$ cat src/rtl/spi_burst_pkg.sv
// Shared types and constants for the SPI burst sequencer.
package spi_burst_pkg;

  localparam int DEFAULT_DEPTH = 16;
  localparam int BYTE_W        = 8;

  typedef enum logic [2:0] {
    S_IDLE,
    S_SETUP,
    S_LOAD,
    S_WAIT_BUSY,
    S_WAIT_DONE,
    S_HOLD
  } state_t;

endpackage

$ cat src/rtl/spi_burst_ctrl_if.sv
// Host and shifter signals of spi_burst_ctrl, bundled with master/slave views.
//
// Handshakes:
//   tx_push/tx_full : a byte is taken on any edge where tx_push=1 and either
//                     tx_full=0 or the controller pops in that same cycle.
//   rx_valid/rx_pop : rx_data is the head; it is consumed on any edge where
//                     rx_pop=1 and rx_valid=1.
//   eng_wr/eng_done : eng_wr pulses one cycle with eng_data; the shifter
//                     acknowledges by dropping eng_done, and the byte is
//                     complete (eng_rdata valid) when eng_done rises again.
interface spi_burst_ctrl_if #(parameter int LEN_W = 8) ();
  import spi_burst_pkg::*;

  logic              tx_push;
  logic [BYTE_W-1:0] tx_data;
  logic              tx_full;
  logic              start;
  logic [LEN_W-1:0]  len;
  logic              busy;
  logic              xfer_done;
  logic              rx_pop;
  logic [BYTE_W-1:0] rx_data;
  logic              rx_valid;
  logic              rx_ovf;
  logic              cs_n;
  logic              eng_wr;
  logic [BYTE_W-1:0] eng_data;
  logic              eng_done;
  logic [BYTE_W-1:0] eng_rdata;

  // Controller side
  modport slave (
    input  tx_push, tx_data, start, len, rx_pop, eng_done, eng_rdata,
    output tx_full, busy, xfer_done, rx_data, rx_valid, rx_ovf,
           cs_n, eng_wr, eng_data
  );

  // Host / shifter side
  modport master (
    output tx_push, tx_data, start, len, rx_pop, eng_done, eng_rdata,
    input  tx_full, busy, xfer_done, rx_data, rx_valid, rx_ovf,
           cs_n, eng_wr, eng_data
  );

endinterface

$ cat src/rtl/spi_fifo.sv
// Byte-wide show-ahead FIFO with async reset. A push into a full FIFO is
// accepted when a pop happens in the same cycle.
module spi_fifo
  import spi_burst_pkg::*;
#(
  parameter int DEPTH = DEFAULT_DEPTH
) (
  input  logic              clk,
  input  logic              rst,
  input  logic              push,
  input  logic [BYTE_W-1:0] din,
  input  logic              pop,
  output logic [BYTE_W-1:0] dout,
  output logic              full,
  output logic              empty
);

  localparam int AW = $clog2(DEPTH);
  localparam logic [AW:0] FULL_CNT = (AW+1)'(DEPTH);

  logic [BYTE_W-1:0] mem_q [DEPTH];
  logic [BYTE_W-1:0] mem_d [DEPTH];
  logic [AW-1:0]     wr_ptr_q, wr_ptr_d;
  logic [AW-1:0]     rd_ptr_q, rd_ptr_d;
  logic [AW:0]       count_q, count_d;
  logic              do_push, do_pop;

  assign full    = (count_q == FULL_CNT);
  assign empty   = (count_q == '0);
  assign dout    = mem_q[rd_ptr_q];
  assign do_pop  = pop && !empty;
  assign do_push = push && (!full || do_pop);

  // Next pointers, occupancy and storage contents
  always_comb begin
    mem_d    = mem_q;
    wr_ptr_d = wr_ptr_q;
    rd_ptr_d = rd_ptr_q;
    count_d  = count_q + (AW+1)'(do_push) - (AW+1)'(do_pop);
    if (do_push) begin
      mem_d[wr_ptr_q] = din;
      wr_ptr_d        = wr_ptr_q + 1'b1;
    end
    if (do_pop) begin
      rd_ptr_d = rd_ptr_q + 1'b1;
    end
  end

  // Storage is cleared on reset so the show-ahead head reads zero when empty
  always_ff @(posedge clk or posedge rst) begin
    if (rst) begin
      for (int i = 0; i < DEPTH; i++) mem_q[i] <= '0;
      wr_ptr_q <= '0;
      rd_ptr_q <= '0;
      count_q  <= '0;
    end else begin
      mem_q    <= mem_d;
      wr_ptr_q <= wr_ptr_d;
      rd_ptr_q <= rd_ptr_d;
      count_q  <= count_d;
    end
  end

endmodule

$ cat src/rtl/spi_burst_ctrl.sv
// Burst sequencer in front of the SPI byte shifter: buffers TX bytes, frames
// a burst with cs_n, feeds the shifter one byte per wr/done handshake and
// collects received bytes. Define SPI_BURST_RXFIFO_EN to build the RX FIFO;
// without it received bytes are discarded and the RX outputs stay zero.
module spi_burst_ctrl
  import spi_burst_pkg::*;
#(
  parameter int DEPTH        = DEFAULT_DEPTH,
  parameter int LEN_W        = 8,
  parameter int CS_SETUP_CYC = 2,
  parameter int CS_HOLD_CYC  = 2
) (
  input  logic             clk,
  input  logic             rst,
  spi_burst_ctrl_if.slave  bus,
  output state_t           dbg_state
);

  localparam int CNT_MAX = (CS_SETUP_CYC > CS_HOLD_CYC) ? CS_SETUP_CYC : CS_HOLD_CYC;
  localparam int CNT_W   = $clog2(CNT_MAX + 1);
  // The LOAD cycle before the first eng_wr counts as one setup cycle.
  localparam logic [CNT_W-1:0] SETUP_INIT = CNT_W'((CS_SETUP_CYC > 1) ? CS_SETUP_CYC - 2 : 0);
  localparam logic [CNT_W-1:0] HOLD_INIT  = CNT_W'(CS_HOLD_CYC - 1);

  state_t            state_q, state_d;
  logic [CNT_W-1:0]  cnt_q, cnt_d;
  logic [LEN_W-1:0]  remaining_q, remaining_d;
  logic              cs_n_q, cs_n_d;
  logic              busy_q, busy_d;
  logic              xfer_done_q, xfer_done_d;
  logic              eng_wr_q, eng_wr_d;
  logic [BYTE_W-1:0] eng_data_q, eng_data_d;
  logic              rx_ovf_q, rx_ovf_d;

  logic              tx_pop, tx_full, tx_empty;
  logic [BYTE_W-1:0] tx_head;
  logic              rx_push, rx_drop;

  spi_fifo #(.DEPTH(DEPTH)) u_tx_fifo (
    .clk   (clk),
    .rst   (rst),
    .push  (bus.tx_push),
    .din   (bus.tx_data),
    .pop   (tx_pop),
    .dout  (tx_head),
    .full  (tx_full),
    .empty (tx_empty)
  );

`ifdef SPI_BURST_RXFIFO_EN
  logic rx_full, rx_empty;

  spi_fifo #(.DEPTH(DEPTH)) u_rx_fifo (
    .clk   (clk),
    .rst   (rst),
    .push  (rx_push),
    .din   (bus.eng_rdata),
    .pop   (bus.rx_pop),
    .dout  (bus.rx_data),
    .full  (rx_full),
    .empty (rx_empty)
  );

  assign bus.rx_valid = !rx_empty;
  // A full FIFO still takes the byte if the host pops in the same cycle
  assign rx_drop      = rx_full && !bus.rx_pop;
`else
  logic unused_rx;
  assign unused_rx    = ^{rx_push, bus.eng_rdata, bus.rx_pop};
  assign bus.rx_data  = '0;
  assign bus.rx_valid = 1'b0;
  assign rx_drop      = 1'b0;
`endif

  // Sequencer next state, counters and registered outputs
  always_comb begin
    state_d     = state_q;
    cnt_d       = cnt_q;
    remaining_d = remaining_q;
    rx_ovf_d    = rx_ovf_q;
    eng_wr_d    = 1'b0;
    eng_data_d  = eng_data_q;
    xfer_done_d = 1'b0;
    tx_pop      = 1'b0;
    rx_push     = 1'b0;
    unique case (state_q)
      S_IDLE: begin
        if (bus.start && (bus.len != '0)) begin
          remaining_d = bus.len;
          rx_ovf_d    = 1'b0;
          cnt_d       = SETUP_INIT;
          state_d     = (CS_SETUP_CYC > 1) ? S_SETUP : S_LOAD;
        end
      end
      S_SETUP: begin
        if (cnt_q == '0) state_d = S_LOAD;
        else             cnt_d   = cnt_q - 1'b1;
      end
      S_LOAD: begin
        if (!tx_empty) begin
          tx_pop     = 1'b1;
          eng_wr_d   = 1'b1;
          eng_data_d = tx_head;
          state_d    = S_WAIT_BUSY;
        end
      end
      S_WAIT_BUSY: begin
        if (!bus.eng_done) state_d = S_WAIT_DONE;
      end
      S_WAIT_DONE: begin
        if (bus.eng_done) begin
          rx_push = 1'b1;
          if (rx_drop) rx_ovf_d = 1'b1;
          if (remaining_q != '0) remaining_d = remaining_q - 1'b1;
          if (remaining_q <= LEN_W'(1)) begin
            state_d = S_HOLD;
            cnt_d   = HOLD_INIT;
          end else begin
            state_d = S_LOAD;
          end
        end
      end
      S_HOLD: begin
        if (cnt_q == '0) begin
          state_d     = S_IDLE;
          xfer_done_d = 1'b1;
        end else begin
          cnt_d = cnt_q - 1'b1;
        end
      end
      default: state_d = S_IDLE;
    endcase
    cs_n_d = (state_d == S_IDLE);
    busy_d = (state_d != S_IDLE);
  end

  // State and output registers; reset raises cs_n immediately
  always_ff @(posedge clk or posedge rst) begin
    if (rst) begin
      state_q     <= S_IDLE;
      cnt_q       <= '0;
      remaining_q <= '0;
      cs_n_q      <= 1'b1;
      busy_q      <= 1'b0;
      xfer_done_q <= 1'b0;
      eng_wr_q    <= 1'b0;
      eng_data_q  <= '0;
      rx_ovf_q    <= 1'b0;
    end else begin
      state_q     <= state_d;
      cnt_q       <= cnt_d;
      remaining_q <= remaining_d;
      cs_n_q      <= cs_n_d;
      busy_q      <= busy_d;
      xfer_done_q <= xfer_done_d;
      eng_wr_q    <= eng_wr_d;
      eng_data_q  <= eng_data_d;
      rx_ovf_q    <= rx_ovf_d;
    end
  end

  assign bus.tx_full   = tx_full;
  assign bus.busy      = busy_q;
  assign bus.xfer_done = xfer_done_q;
  assign bus.rx_ovf    = rx_ovf_q;
  assign bus.cs_n      = cs_n_q;
  assign bus.eng_wr    = eng_wr_q;
  assign bus.eng_data  = eng_data_q;
  assign dbg_state     = state_q;

endmodule

$ cat src/flat_wrapper.sv
// flat-port wrapper written by rule: the top's interface ports become plain ports
module spi_burst_ctrl_flat import spi_burst_pkg::*;
#(
  parameter int DEPTH        = DEFAULT_DEPTH,
  parameter int LEN_W        = 8,
  parameter int CS_SETUP_CYC = 2,
  parameter int CS_HOLD_CYC  = 2
)
  (clk, rst, dbg_state, bus_tx_push, bus_tx_data, bus_start, bus_len, bus_rx_pop, bus_eng_done, bus_eng_rdata, bus_tx_full, bus_busy, bus_xfer_done, bus_rx_data, bus_rx_valid, bus_rx_ovf, bus_cs_n, bus_eng_wr, bus_eng_data);
  spi_burst_ctrl_if #(.LEN_W(LEN_W)) bus_i ();
  input  logic clk;
  input  logic rst;
  output state_t dbg_state;
  input wire logic [$bits(bus_i.tx_push)-1:0] bus_tx_push;
  input wire logic [$bits(bus_i.tx_data)-1:0] bus_tx_data;
  input wire logic [$bits(bus_i.start)-1:0] bus_start;
  input wire logic [$bits(bus_i.len)-1:0] bus_len;
  input wire logic [$bits(bus_i.rx_pop)-1:0] bus_rx_pop;
  input wire logic [$bits(bus_i.eng_done)-1:0] bus_eng_done;
  input wire logic [$bits(bus_i.eng_rdata)-1:0] bus_eng_rdata;
  output wire logic [$bits(bus_i.tx_full)-1:0] bus_tx_full;
  output wire logic [$bits(bus_i.busy)-1:0] bus_busy;
  output wire logic [$bits(bus_i.xfer_done)-1:0] bus_xfer_done;
  output wire logic [$bits(bus_i.rx_data)-1:0] bus_rx_data;
  output wire logic [$bits(bus_i.rx_valid)-1:0] bus_rx_valid;
  output wire logic [$bits(bus_i.rx_ovf)-1:0] bus_rx_ovf;
  output wire logic [$bits(bus_i.cs_n)-1:0] bus_cs_n;
  output wire logic [$bits(bus_i.eng_wr)-1:0] bus_eng_wr;
  output wire logic [$bits(bus_i.eng_data)-1:0] bus_eng_data;
  assign bus_i.tx_push = bus_tx_push;
  assign bus_i.tx_data = bus_tx_data;
  assign bus_i.start = bus_start;
  assign bus_i.len = bus_len;
  assign bus_i.rx_pop = bus_rx_pop;
  assign bus_i.eng_done = bus_eng_done;
  assign bus_i.eng_rdata = bus_eng_rdata;
  assign bus_tx_full = bus_i.tx_full;
  assign bus_busy = bus_i.busy;
  assign bus_xfer_done = bus_i.xfer_done;
  assign bus_rx_data = bus_i.rx_data;
  assign bus_rx_valid = bus_i.rx_valid;
  assign bus_rx_ovf = bus_i.rx_ovf;
  assign bus_cs_n = bus_i.cs_n;
  assign bus_eng_wr = bus_i.eng_wr;
  assign bus_eng_data = bus_i.eng_data;
  spi_burst_ctrl #(.DEPTH(DEPTH), .LEN_W(LEN_W), .CS_SETUP_CYC(CS_SETUP_CYC), .CS_HOLD_CYC(CS_HOLD_CYC)) u_core (.clk(clk), .rst(rst), .bus(bus_i), .dbg_state(dbg_state));
endmodule
$ cat config.mk
export PLATFORM = sky130hd
export DESIGN_NAME = spi_burst_ctrl_flat
export DESIGN_NICKNAME = d
export VERILOG_FILES = /design/src/rtl/spi_burst_pkg.sv /design/src/rtl/spi_burst_ctrl_if.sv /design/src/rtl/spi_fifo.sv /design/src/rtl/spi_burst_ctrl.sv /design/src/flat_wrapper.sv
export SDC_FILE = /design/constraint.sdc
export NUM_CORES = 1
export LEC_CHECK = 0
export ABC_AREA = 0
export BUFFER_PORTS_ARGS = -buffer_cell sky130_fd_sc_hd__buf_2
export CORE_ASPECT_RATIO = 0.9
export CORE_MARGIN = 1.5
export CORE_UTILIZATION = 61
export DETAILED_ROUTE_END_ITERATION = 16
export GPL_ROUTABILITY_DRIVEN = 0
export GPL_TIMING_DRIVEN = 0
export PLACE_DENSITY = 0.8
export SETUP_SLACK_MARGIN = 0.4
export SYNTH_ARGS = -nofsm -noshare
export SYNTH_HDL_FRONTEND = slang
export SYNTH_SLANG_ARGS = --single-unit
$ cat constraint.sdc
create_clock -name clk -period 5.6 [get_ports clk]
set_clock_uncertainty 0.1 [all_clocks]
set_input_delay 0.56 -clock clk [delete_from_list [all_inputs] [get_ports clk]]
set_output_delay 0.56 -clock clk [all_outputs]
set_load 0.1 [all_outputs]
# Yosys cells after proc, flatten, opt, wreduce, memory -nomap -nowiden
# Cells that the tools add are included.
# word_totals
reg_bits	166
inputBits	30
# op_classes
addsub	6
n_lt_le_gt_ge	4
n_eq_ne	11
n_mux	27
n_bitwise	3
reduce_logical	20
# ops
cell	count
bitwise mux 128 bit	1
2-to-1 mux 8 bit	6
binary-select mux 8 bit (select 4 bit)	1
demux 8 bit (select 4 bit)	1
2-to-1 mux 3 bit	7
one-hot mux 3 bit (6 select lines)	1
one-hot mux 8 bit (2 select lines)	1
nonzero test 8 bit	2
>= comparator 5 bit, second input constant	2
inverter 4 -> 5 bit	2
adder 4 x 1 -> 4 bit, second input constant	2
less-or-equal comparator 8 x 1 -> 1 bit, second input constant	1
2-to-1 mux 2 bit	4
subtractor 8 x 1 -> 8 bit, second input constant	1
equality test 3 x 2 -> 1 bit, second input constant	2
equality test 3 bit, second input constant	2
logical NOT 3 bit	2
inequality test 2 x 1 -> 1 bit, second input constant	3
one-hot mux 2 bit (3 select lines)	1
nonzero test 3 bit	2
adder 5 x 1 -> 5 bit	1
equality test 5 bit, second input constant	1
logical NOT 5 bit	1
< comparator 5 x 1 -> 1 bit, second input constant	1
other kinds (15)	23

# Depth between registers and ports, before layout
# Gate-level depths: netlist (run 1).
# logic_depth
depth_word	8
ltp_mapped	15
depth_no_buf	15

# Cells and area by module
# Synthesis (run 1) repeated with hierarchy kept, for this count alone.
# hier_totals
cells_unflattened	572
hier_area_um2	8439.3
# modules_own_cells
module	instances	cells_each	area_per_inst_um2	seq_area_each_um2
spi_fifo	1	426	6900.4	3528.4
spi_burst_ctrl	1	146	1539.0	626.9

# Worst setup path before layout (run 1)
# OpenSTA, ideal clock, no wires.
# synth_path
path_kind	reg2reg
startpoint	register u_core.state_q[0], in the netlist u_core.dbg_state[0]
endpoint	register u_core.u_tx_fifo.count_q[4]
setup_ns	0.125
arrival_ns	2.939
slack_ns	2.436
stages_incl_launch_ff	15
n_path_buf	1
path_cell_list	dfrtp_1 buf_4 nor3b_2 o21ai_1 inv_1 ha_1 inv_1 ha_1 inv_1 fa_1 inv_1 a21oi_1 nor2_1 nor2_1 xnor2_1
# synth_between
elab_chain_len	7
# synth_rtl
element	line_no	text
start: declaration	spi_burst_ctrl.sv:25	state_t state_q, state_d;
start signal: assignment	spi_burst_ctrl.sv:150	state_q <= state_d;
equality test 3 x 2 -> 1 bit *	-	
2-to-1 mux 1 bit *	-	
via u_core.eng_wr_d	spi_burst_ctrl.sv:31	logic eng_wr_q, eng_wr_d;
logical AND 1 bit *	spi_fifo.sv:31	assign do_pop = pop && !empty;
logical OR 1 bit	spi_fifo.sv:32	assign do_push = push && (!full || do_pop);
logical AND 1 bit	spi_fifo.sv:32	
adder 5 x 1 -> 5 bit	spi_fifo.sv:39	count_d = count_q + (AW+1)'(do_push) - (AW+1)'(do_pop);
subtractor 5 x 1 -> 5 bit *	spi_fifo.sv:39	
via u_core.u_tx_fifo.count_d[4]	spi_fifo.sv:25	logic [AW:0] count_q, count_d;
end signal: assignment	spi_fifo.sv:60	count_q <= count_d;
end: declaration	spi_fifo.sv:25	
# Mark *: on every way through the listed nets, which the timed path passes. The rest lies on a longest branch.
# A chain may end at the register's enable or synchronous reset.

# Final worst setup path (run 1)
# layout_path
startpoint	register u_core.u_tx_fifo.count_q[3]
endpoint	register u_core.u_tx_fifo.count_q[4]
# layout_between
elab_chain_len	8
word_cells_on_any_way	11
cone_classes	add/sub (2); eq/ne (1); mux (2); reduce/logical (6)
# layout_rtl
element	line_no	text
logical NOT 5 bit *	spi_fifo.sv:29	assign empty = (count_q == '0);
2-to-1 mux 1 bit * (2 in a row)	-	
via u_core.eng_wr_d	spi_burst_ctrl.sv:31	
logical AND 1 bit *	spi_fifo.sv:31	
logical OR 1 bit	spi_fifo.sv:32	
logical AND 1 bit	spi_fifo.sv:32	
adder 5 x 1 -> 5 bit	spi_fifo.sv:39	
subtractor 5 x 1 -> 5 bit *	spi_fifo.sv:39	
via u_core.u_tx_fifo.count_d[4]	spi_fifo.sv:25	
# Marked as above.

==> metrics.cfg, run 1 <==
[synthesis]
ys_ff_latch=166
syn_area_mm2=0.00813
synth_cells=593
synth_top_area_frac=0.508
yosysTopAreaCell=dfrtp_1
synth_area_leaders=dfrtp_1 51%, mux2_2 13%, mux4_2 9.1%
synth_warnings=0
yosys.cell_types.count=51
syn_area_per_cell_um2=13.7
ys_seq_area_frac=0.511

[hold_path]
hold_class=input pin to asynchronous set/reset pin

[power]
switchingPower_w=0.00224
p_per_area_mw_per_mm2=641
swShare=0.381
power.leakage_nw=4.07
internal_power_w=0.00364
p_clk_frac=0.194
p_comb_frac=0.446
p_seq_frac=0.360
ir_drop_mv=0.323

[detailed_routing]
met1_length_mm=8.03
vias=5036
ant_nets=0
dr_wl_met2_mm=8.30
routed_wl_mm=17.5
post-route-drc-count=0
drt_iter0_drc=336
top_layer=met4
post_drt_wl_per_cell_um=20.9
firstDrtPassIters=5
wl_met3_um=711
viasPerCell=6.03

[sta]
fmax_mhz=294
tightest_slew_ps=958
finalCritPeriodShare=0.607
fin_ws_ps=2200
slew_headroom=0.357
finalMaxSlewViolations=0
period_needed_ps=3400
finalHoldViolCount=0
rsz0062_at_grt=no
setup_viol=0

[grt]
grt_pass1_vias=5140
overflow=0
grt_max_degree=103
grt_antenna_before_repair=0
grt_first_pass_wirelength_mm=28.0
grt_usage=0.266

[floorplanning]
core_mm2=0.0128
io_pins=56
die_w_um=125
initial_core_util=0.633
floorplan.rows=39
dieArea_mm2=0.0140
die_h_um=113

[final_layout]
num_antenna_cells=0
area_growth_pct=12.6
fillers=842
fin_area_mm2=0.00916
nNetsFinal=704
drive_above_1_share=0.367

[clocking]
cts_buffers=17
path_clk_slew_ps=70
holdBufCountCts=0
cts_resized=0
post_cts_buffers=0
cts-root-buf=clkbuf_16
cts_max_path_buffers=2
cts_max_level=4
clkLatencyLatePin_ps=430
cts_tree=built
clock_sinks=166

[status]
status=complete, no violations

[setup_path]
path_max_fanout=10
cpMostUsedCell=inv_1
crit_path_end_kind=flip-flop
cp.required_ps=5810
critPathLaunchType=flip-flop
slowest_stage=o21ai_1
path_cells=inv_1 -> ha_1 -> nand2_1 -> o21ai_1 -> inv_1 -> ha_1 -> inv_1 -> ha_1 -> inv_1 -> fa_1 -> inv_1 -> a21oi_1 -> nor2_1 -> nor2_1 -> xnor2_1
worstPathArrival_ps=3610
criticalPathCategory=flip-flop to flip-flop
cpPeakStageDelay_ps=740

[placement]
place.detailed.hpwl_mm=11.6
place_area_mm2=0.00858
io_buffer_count=36
place_ws_ps=2220

[flow_run]
drv_cap=0

## final cells by class
class | count | area [µm²] | share of cell area
multi-input combinational | 377 | 3700 | 0.404
tap | 164 | 205 | 0.0224
clock buffer | 19 | 443 | 0.0484
sequential | 166 | 4160 | 0.454
inverter | 18 | 72.6 | 0.00793
clock inverter | 13 | 133 | 0.0145
timing repair buffer | 37 | 208 | 0.0227
buffer | 41 | 240 | 0.0262
## state kept, by name, indices dropped and copies added (netlist names)
signal                     flops
u_core.u_tx_fifo.mem_q       128
u_core.remaining_q             8
u_core.bus.cs_n                1
u_core.u_tx_fifo.count_q       5
u_core.u_tx_fifo.wr_ptr_q      4
u_core.bus.eng_data            8
u_core.bus.eng_wr              1
u_core.cnt_q                   2
u_core.u_tx_fifo.rd_ptr_q      4
u_core.bus.busy                1
u_core.bus.xfer_done           1
u_core.dbg_state               3
## cell usage after synthesis, drive strengths merged
library cell and n:
a21o 1, a21oi 9, a22o 3, a2bb2oi 1
a31o 1, a32oi 1, and2 2, and3 3
and4 1, and4bb 1, buf 27, clkbuf 14
conb 1, dfrtp 165, dfstp 1, fa 1
ha 15, inv 18, mux2 137, mux2i 8
mux4 33, nand2 43, nand2b 4, nand3 13
nand4 3, nand4b 1, nor2 26, nor2b 2
nor3 6, nor3b 2, nor4 3, o211a 1
o211ai 3, o21ai 25, o22ai 3, o2bb2ai 1
o32ai 1, or2 1, or3 1, xnor2 9
xor2 2
## worst max-delay path: cells and delay by family (launching register included)
kind / cells / cell delay [ps]
adders and majority gates: 4 / 1070
xor gates and xnor gates: 1 / 120
and+or+nand+nor: 3 / 190
AOI/OAI and AO/OA: 2 / 800
DFF: 1 / 390
buffers and inverters: 5 / 610
## cells in the final DEF (no fill, tap or decap), drive strengths merged, types with 2 or more instances in the layout
cell	synthesis	routed
a21oi	9	9
a22o	3	3
and2	2	2
and3	3	3
buf	27	64
bufinv	0	2
clkbuf	14	33
clkinv	0	10
conb	1	10
dfrtp	165	165
ha	15	15
inv	18	18
mux2	137	137
mux2i	8	8
mux4	33	33
nand2	43	43
nand2b	4	4
nand3	13	13
nand4	3	3
nor2	26	26
nor2b	2	2
nor3	6	6
nor3b	2	2
nor4	3	3
o211ai	3	3
o21ai	25	25
o22ai	3	3
xnor2	9	9
xor2	2	2
## routing by layer
layer,GRT usage,up-vias
met5,0,-
met4,0.105,0
met3,0.0496,26
met2,0.414,141
met1,0.376,2614
li1,-,2255
## power groups by stage
stage / Clock, W / Sequential [W] / Combinational (W)
6_report: 0.00114 / 0.00211 / 0.00262
5_1_grt: 0.00121 / 0.00217 / 0.00281
4_1_cts: 0.00115 / 0.00211 / 0.00262
3_5_place_dp: 0 / 0.00212 / 0.00261
3_3_place_gp: 0 / 0.00207 / 0.00251
2_1_floorplan: 0 / 0.00233 / 0.00182
## cells by family after synthesis
logic type,share of synthesized area
compound gates,0.0368
xor+xnor,0.0119
fa+ha+maj,0.0256
buf+inv,0.0379
flops,0.511
mux,0.291
other cells,0.000461
simple gates,0.0851
## path summary, 6_finish.rpt
| kind | startpoint | slack, ps | cells after the start | to |
|---|---|---|---|---|
| max | u_core.u_tx_fifo.count_q[3] | 2200 | 15 | u_core.u_tx_fifo.count_q[4] |
| min | rst | 110 | 2 | u_core.bus.eng_wr |
| max reg2reg | u_core.u_tx_fifo.count_q[3] | 2200 | 15 | u_core.u_tx_fifo.count_q[4] |
| min reg2reg | u_core.bus.eng_data[5] | 380 | 2 | u_core.bus.eng_data[5] |
| max in group asynchronous | rst | 4390 | 3 | u_core.u_tx_fifo.mem_q[90] |
| min in group clk | bus_len[0] | 300 | 3 | u_core.remaining_q[0] |
## per-stage QoR
step	total power, W	utilization	std cells	hold WS [ps]	setup TNS [ps]
global placement	0.00458	0.666	802	357	-164120
CTS	0.00588	0.713	835	135	0
detailed placement	0.00473	0.669	803	370	0
finish	0.00587	0.713	835	113	0
global route	0.00619	0.713	835	160	0
floorplan	0.00415	-	602	355	0
(Power assumes the default switching activity.)
==> inputs of run 2 (changes only) <==
clock period = 3.2 ns   (was 5.6 ns; I/O delays follow)
==> run 2 against run 1 <==
- cell count grew 0.72%
- sequential cell count is the same
- first-iteration DRC count grew 24%
- sequential power increased by 76%
- critical path type unchanged
- critical endpoint unchanged
==> metrics.cfg, run 2 (synthesized netlist as in run 1, its figures left out) <==
[detailed_routing]
routed_wl_mm=17.8  ; was 17.5 mm
post_drt_wl_per_cell_um=21.2  ; was 20.9 µm
firstDrtPassIters=5  ; unchanged
vias=5071  ; was 5036
drt_iter0_drc=417  ; was 336
post-route-drc-count=0  ; unchanged
ant_nets=0  ; unchanged
viasPerCell=6.03  ; about the same

[placement]
dp.cells=806  ; was 803
io_buffer_count=36  ; unchanged
place.detailed.hpwl_mm=12.0  ; was 11.6 mm
place_area_mm2=0.00866  ; was 0.00858 mm²

[clocking]
path_clk_slew_ps=60  ; was 70 ps
cts_tree=built  ; unchanged
clkLatencyLatePin_ps=420  ; was 430 ps
cts_buffers=17  ; unchanged
cts-root-buf=clkbuf_16  ; unchanged
clock_sinks=166  ; unchanged
cts_max_level=4  ; unchanged
cts_max_path_buffers=2  ; unchanged

[grt]
grt_antenna_before_repair=0  ; unchanged
grt_usage=0.273  ; was 0.266
grt_pass1_vias=5372  ; was 5140
overflow=0  ; unchanged
grt_first_pass_wirelength_mm=28.8  ; was 28.0 mm
grt_max_degree=46  ; was 103

[flow_run]
drv_cap=0  ; unchanged

[sta]
setup_viol=0  ; unchanged
fmax_mhz=383  ; was 294 MHz
rsz0062_at_grt=no  ; unchanged
period_needed_ps=2610  ; was 3400 ps
slew_headroom=0.451  ; was 0.357
finalMaxSlewViolations=0  ; unchanged
tightest_slew_ps=824  ; was 958 ps
finalCritPeriodShare=0.816  ; was 0.607
finalHoldViolCount=0  ; unchanged

[power]
ir_drop_mv=0.499  ; was 0.323 mV
swShare=0.370  ; was 0.381
p_per_area_mw_per_mm2=1140  ; was 641 mW/mm²
switchingPower_w=0.00395  ; was 0.00224 W
total_power_w=0.0107  ; was 0.00587 W
p_clk_frac=0.215  ; was 0.194
internal_power_w=0.00673  ; was 0.00364 W
power.leakage_nw=4.15  ; was 4.07 nW
p_comb_frac=0.437  ; was 0.446
p_seq_frac=0.348  ; was 0.360

[hold_path]
min_from=bus_len[0]
hold_class=input pin to flip-flop  ; was input pin to asynchronous set/reset pin

[setup_path]
reg2reg_from=u_core.dbg_state[0]  ; was u_core.u_tx_fifo.count_q[3]
critPathLaunchType=flip-flop  ; unchanged
crit_path_end_kind=flip-flop  ; unchanged
criticalPathCategory=flip-flop to flip-flop  ; unchanged
path_max_fanout=10  ; unchanged
crit_path_start=u_core.dbg_state[0]  ; was u_core.u_tx_fifo.count_q[3]
worstPathArrival_ps=2820  ; was 3610 ps
cp.required_ps=3410  ; was 5810 ps

[final_layout]
final_cells=841  ; was 835
regArea_mm2=0.00416  ; about the same
fin_area_mm2=0.00936  ; was 0.00916 mm²
largest_reg_flops=128  ; unchanged
multi_input_area_mm2=0.00373  ; was 0.00370 mm²
layout_common_cells=162 x dfrtp_1, 94 x mux2_2, 45 x buf_2, 43 x mux2_1, 42 x nand2_1  ; was 165 x dfrtp_1, 94 x mux2_2, 45 x buf_2, 43 x mux2_1, 43 x nand2_1
largest-register=u_core.u_tx_fifo.mem_q  ; unchanged
fillers=833  ; was 842
num_antenna_cells=0  ; unchanged
area_growth_pct=15.2  ; was 12.6%
drive_above_1_share=0.381  ; was 0.367
nNetsFinal=710  ; was 704
final_common_cell=dfrtp_1  ; unchanged

[floorplanning]
initial_core_util=0.633  ; unchanged
core_mm2=0.0128  ; unchanged
io_pins=56  ; unchanged
floorplan.rows=39  ; unchanged
die_h_um=113  ; unchanged
die_w_um=125  ; unchanged
dieArea_mm2=0.0140  ; unchanged

[status]
status=complete, no violations  ; unchanged

[run 2: power by group through the flow]
stage / sequential (W) / clock, W / combinational (W)
floorplan: 0.00409 / 0 / 0.00321
global placement: 0.00363 / 0 / 0.00442
detailed placement: 0.00372 / 0 / 0.00461
CTS: 0.00370 / 0.00233 / 0.00467
global route: 0.00383 / 0.00242 / 0.00500
finish: 0.00372 / 0.00229 / 0.00467
[run 2: final cells by class]
cell class / instances / area share
clock buffers: 18 / 0.0469
well taps: 164 / 0.0219
repair buffers: 43 / 0.0305
flip-flops and latches: 166 / 0.444
clock inverters: 14 / 0.0246
multi-input cells: 377 / 0.398
plain buffers: 41 / 0.0261
inverters: 18 / 0.00762
[run 2: critical path, cell delays in order, from the launching register on]
cell	delay (ps)
dfrtp_2	400
buf_4	170
nor3b_4	250
nand2b_4	180
nand2_2	100
ha_1	310
inv_1	50
ha_1	150
inv_1	60
fa_2	350
inv_1	60
a21oi_1	60
nor2_1	80
nor2_1	60
xnor2_1	120
[run 2: worst paths after layout]
kind / slack, ps / endpoint / cells past startpoint
min in group asynchronous: 340 / u_core.bus.eng_wr / 3
worst min register to register: 390 / u_core.u_tx_fifo.mem_q[92] / 1
worst max-delay path: 590 / u_core.u_tx_fifo.count_q[4] / 14
worst min-delay path: 60 / u_core.remaining_q[0] / 3
worst max register to register: 590 / u_core.u_tx_fifo.count_q[4] / 14
max in group asynchronous: 1560 / u_core.u_tx_fifo.mem_q[76] / 6
[run 2: routing by layer]
metal,up-vias,GRT usage,part of all wire,wire length [µm]
li1,2256,-,-,-
met1,2653,0.369,0.44,7850
met2,137,0.438,0.49,8690
met3,25,0.0715,0.049,877
met4,0,0.0897,0.022,390
met5,-,0,0,0
[run 2: timing repair]
action | in CTS | in global routing
hold buffers | 1 | 0
cloned | 0 | 0
endpoints found under the setup margin | 1 | 1
hold endpoints to repair | 16 | 0
resized for setup | 1 | 1
pin swaps | 1 | 1
setup buffers | 1 | 1
[run 2: per-stage QoR]
stage	utilization	worst slack, ps	hold slack (ps)	TNS, ps
2_1_floorplan	-	418	355	0
3_3_place_gp	0.669	-370	359	-24450
3_5_place_dp	0.675	153	234	0
4_1_cts	0.729	482	49.2	0
5_1_grt	0.730	452	79.9	0
6_report	0.730	589	56.7	0
==> inputs of run 3 (changes only) <==
ABC_AREA = 1   (was 0)
clock period = 2.5 ns   (was 3.2 ns; I/O delays follow)
==> run 3 against run 2 <==
- the flow now finishes with violations (setup timing)
- sequential power increased by 28%
- cell count increased by 71%
- synthesized cell count increased by 93%
- area after synthesis increased by 6.2%
- critical path type unchanged
==> metrics.cfg, run 3 <==
[status]
status=finished with violations  ; was complete, no violations
violations=setup timing

[clocking]
cts_buffers=17  ; unchanged
cts-root-buf=clkbuf_16  ; unchanged
clock_sinks=166  ; unchanged
cts_tree=built  ; unchanged
path_clk_slew_ps=60  ; about the same
cts_max_path_buffers=2  ; unchanged
clkLatencyLatePin_ps=450  ; was 420 ps
cts_max_level=4  ; unchanged

[floorplanning]
io_pins=56  ; unchanged
initial_core_util=0.621  ; was 0.633
die_h_um=116  ; was 113 µm
die_w_um=128  ; was 125 µm
core_mm2=0.0139  ; was 0.0128 mm²
floorplan.rows=41  ; was 39
dieArea_mm2=0.0149  ; was 0.0140 mm²

[grt]
grt_antenna_before_repair=0  ; unchanged
grt_max_degree=44  ; was 46
grt_first_pass_wirelength_mm=37.0  ; was 28.8 mm
grt_pass1_vias=7271  ; was 5372
overflow=0  ; unchanged
grt_usage=0.334  ; was 0.273

[final_layout]
num_antenna_cells=0  ; unchanged
largest_reg_flops=128  ; unchanged
nNetsFinal=1274  ; was 710
final_common_cell=nand2_1  ; was dfrtp_1
largest-register=u_core.u_tx_fifo.mem_q  ; unchanged
fillers=1092  ; was 833
regArea_mm2=0.00416  ; unchanged
multi_input_area_mm2=0.00372  ; was 0.00373 mm²
layout_common_cells=399 x nand2_1, 162 x dfrtp_1, 140 x inv_1, 114 x nand3_1, 79 x o21ai_0  ; was 162 x dfrtp_1, 94 x mux2_2, 45 x buf_2, 43 x mux2_1, 42 x nand2_1
final_cells=1434  ; was 841
area_growth_pct=17.1  ; was 15.2%
drive_above_1_share=0.147  ; was 0.381

[setup_path]
critPathLaunchType=flip-flop  ; unchanged
worstPathArrival_ps=2780  ; was 2820 ps
cp.required_ps=2720  ; was 3410 ps
crit_path_end_kind=flip-flop  ; unchanged
criticalPathCategory=flip-flop to flip-flop  ; unchanged
path_max_fanout=2  ; was 10

[power]
p_per_area_mw_per_mm2=1440  ; was 1140 mW/mm²
ir_drop_mv=0.961  ; was 0.499 mV
total_power_w=0.0146  ; was 0.0107 W
power.leakage_nw=5.24  ; was 4.15 nW

[synthesis]
syn_area_mm2=0.00863  ; was 0.00813 mm²
synth_top_area_frac=0.479  ; was 0.508
syn_area_per_cell_um2=7.55  ; was 13.7 µm²
yosys.cell_count.top_type=nand2_1  ; was dfrtp_1
synth_warnings=0  ; unchanged
yosys.cell_types.count=29  ; was 51
yosysTopAreaCell=dfrtp_1  ; unchanged
ys_seq_area_frac=0.482  ; was 0.511
synth_cells=1143  ; was 593
ys_ff_latch=166  ; unchanged
synth-main-ff-cell=dfrtp_1  ; unchanged
synth_common_cells=403 x nand2_1, 165 x dfrtp_1, 148 x inv_1, 125 x nand3_1, 85 x o21ai_0  ; was 165 x dfrtp_1, 94 x mux2_2, 43 x mux2_1, 43 x nand2_1, 33 x mux4_2
synth_async_sr_flop_share=1.00  ; unchanged
synth_edf_count=0  ; unchanged
synth_area_leaders=dfrtp_1 48%, nand2_1 18%, nand3_1 7.3%  ; was dfrtp_1 51%, mux2_2 13%, mux4_2 9.1%

[placement]
io_buffer_count=35  ; was 36
place.detailed.hpwl_mm=15.4  ; was 12.0 mm
dp.cells=1384  ; was 806
place_ws_ps=-525  ; was 153 ps

[detailed_routing]
post_drt_wl_per_cell_um=16.0  ; was 21.2 µm
viasPerCell=5.41  ; was 6.03
drt_iter0_drc=720  ; was 417
wl_met3_mm=2.37  ; was 877 µm
vias=7753  ; was 5071
met1_length_mm=9.53  ; was 7.85 mm
routed_wl_mm=23.0  ; was 17.8 mm
top_layer=met4  ; unchanged
firstDrtPassIters=6  ; was 5
ant_nets=0  ; unchanged
dr_wl_met2_mm=10.4  ; was 8.69 mm
post-route-drc-count=0  ; unchanged

[sta]
rsz0062_at_grt=yes  ; was no
fin_ws_ps=-59.6  ; was 589 ps
tightest_slew_ps=905  ; was 824 ps
slew_headroom=0.397  ; was 0.451
finalCritPeriodShare=1.02  ; was 0.816
tns_ps=-114  ; was 0 ps
fmax_mhz=391  ; was 383 MHz
finalMaxSlewViolations=0  ; unchanged
period_needed_ps=2560  ; was 2610 ps
setup_viol=2  ; was 0
finalHoldViolCount=0  ; unchanged

[hold_path]
hold_class=input pin to flip-flop  ; unchanged

[flow_run]
drv_cap=0  ; unchanged

run 3: cell count changes in the layout (fill, tap and decap cells not counted), sizes merged, moves of 8 or more:
cell and change:
nand2 +361, mux2 -137, inv +132, nand3 +119
o21ai +116, mux4 -33, buf +32, nor2 +19
mux2i -8
run 3: path summary, 6_finish.rpt:
kind                            slack (ps)                        start                     endpoint  depth (start not counted)
max in group asynchronous              940                          rst              u_core.bus.cs_n                          6
worst max register to register         -60  u_core.u_tx_fifo.count_q[2]  u_core.u_tx_fifo.count_q[4]                         15
worst max-delay path                   -60  u_core.u_tx_fifo.count_q[2]  u_core.u_tx_fifo.count_q[4]                         15
worst min register to register         370        u_core.remaining_q[1]        u_core.remaining_q[1]                          2
min in group asynchronous              260                          rst   u_core.u_tx_fifo.mem_q[49]                          3
worst min-delay path                    30                   bus_len[3]        u_core.remaining_q[3]                          5
run 3: power breakdown:
| part | leakage (nW) | internal (W) | total (W) | switching, W |
|---|---|---|---|---|
| Clock | 0.293 | 0.00159 | 0.00270 | 0.00111 |
| Sequential | 2.10 | 0.00400 | 0.00478 | 0.000785 |
| Combinational | 2.85 | 0.00233 | 0.00707 | 0.00474 |
run 3: worst max-delay path, cell delays in order (launching register included):
cell,delay [ps]
dfrtp_1,410
inv_2,90
ha_4,130
nand4_1,80
nand2_2,110
buf_6,120
clkinvlp_4,100
buf_8,140
ha_4,210
inv_2,60
ha_4,120
inv_2,30
fa_2,370
o21ai_2,140
a21oi_2,80
xor2_1,160
run 3: what timing repair did:
item,in CTS,in global routing
hold buffers,1,0
pin swaps,11,5
resized for setup,10,33
setup buffers,16,1
endpoints found under the hold margin,15,0
gates cloned,0,0
setup endpoints to repair,6,67
run 3: per-layer routing:
layer / vias up / global-route usage
li1: 3713 / -
met2: 346 / 0.518
met1: 3651 / 0.438
met5: - / 0
met4: 0 / 0.147
met3: 43 / 0.102
run 3: cells by family after synthesis:
kind of cell    after synthesis  share of synthesized area
fa+ha+maj                    16                     0.0241
simple gates                584                      0.285
xor+xnor                     11                     0.0112
compound gates              148                     0.0866
other cells                   1                   0.000435
flops                       166                      0.482
buf+inv                     217                      0.111
run 3: through the flow:
step	util	hold slack [ps]	area, µm²
floorplan	-	323	8730
detailed placement	0.664	173	9230
finish	0.727	32.5	10100
global placement	0.658	353	9150
CTS	0.718	26.6	9990
global route	0.727	58.2	10100
run 3: cell type report:
class	instances	share of cell area
buffer	65	0.0399
clock buffer	19	0.0438
clock inverter	13	0.0155
inverter	152	0.0572
multi-input combinational	769	0.368
sequential	166	0.412
tap	193	0.0239
timing repair buffer	57	0.0399
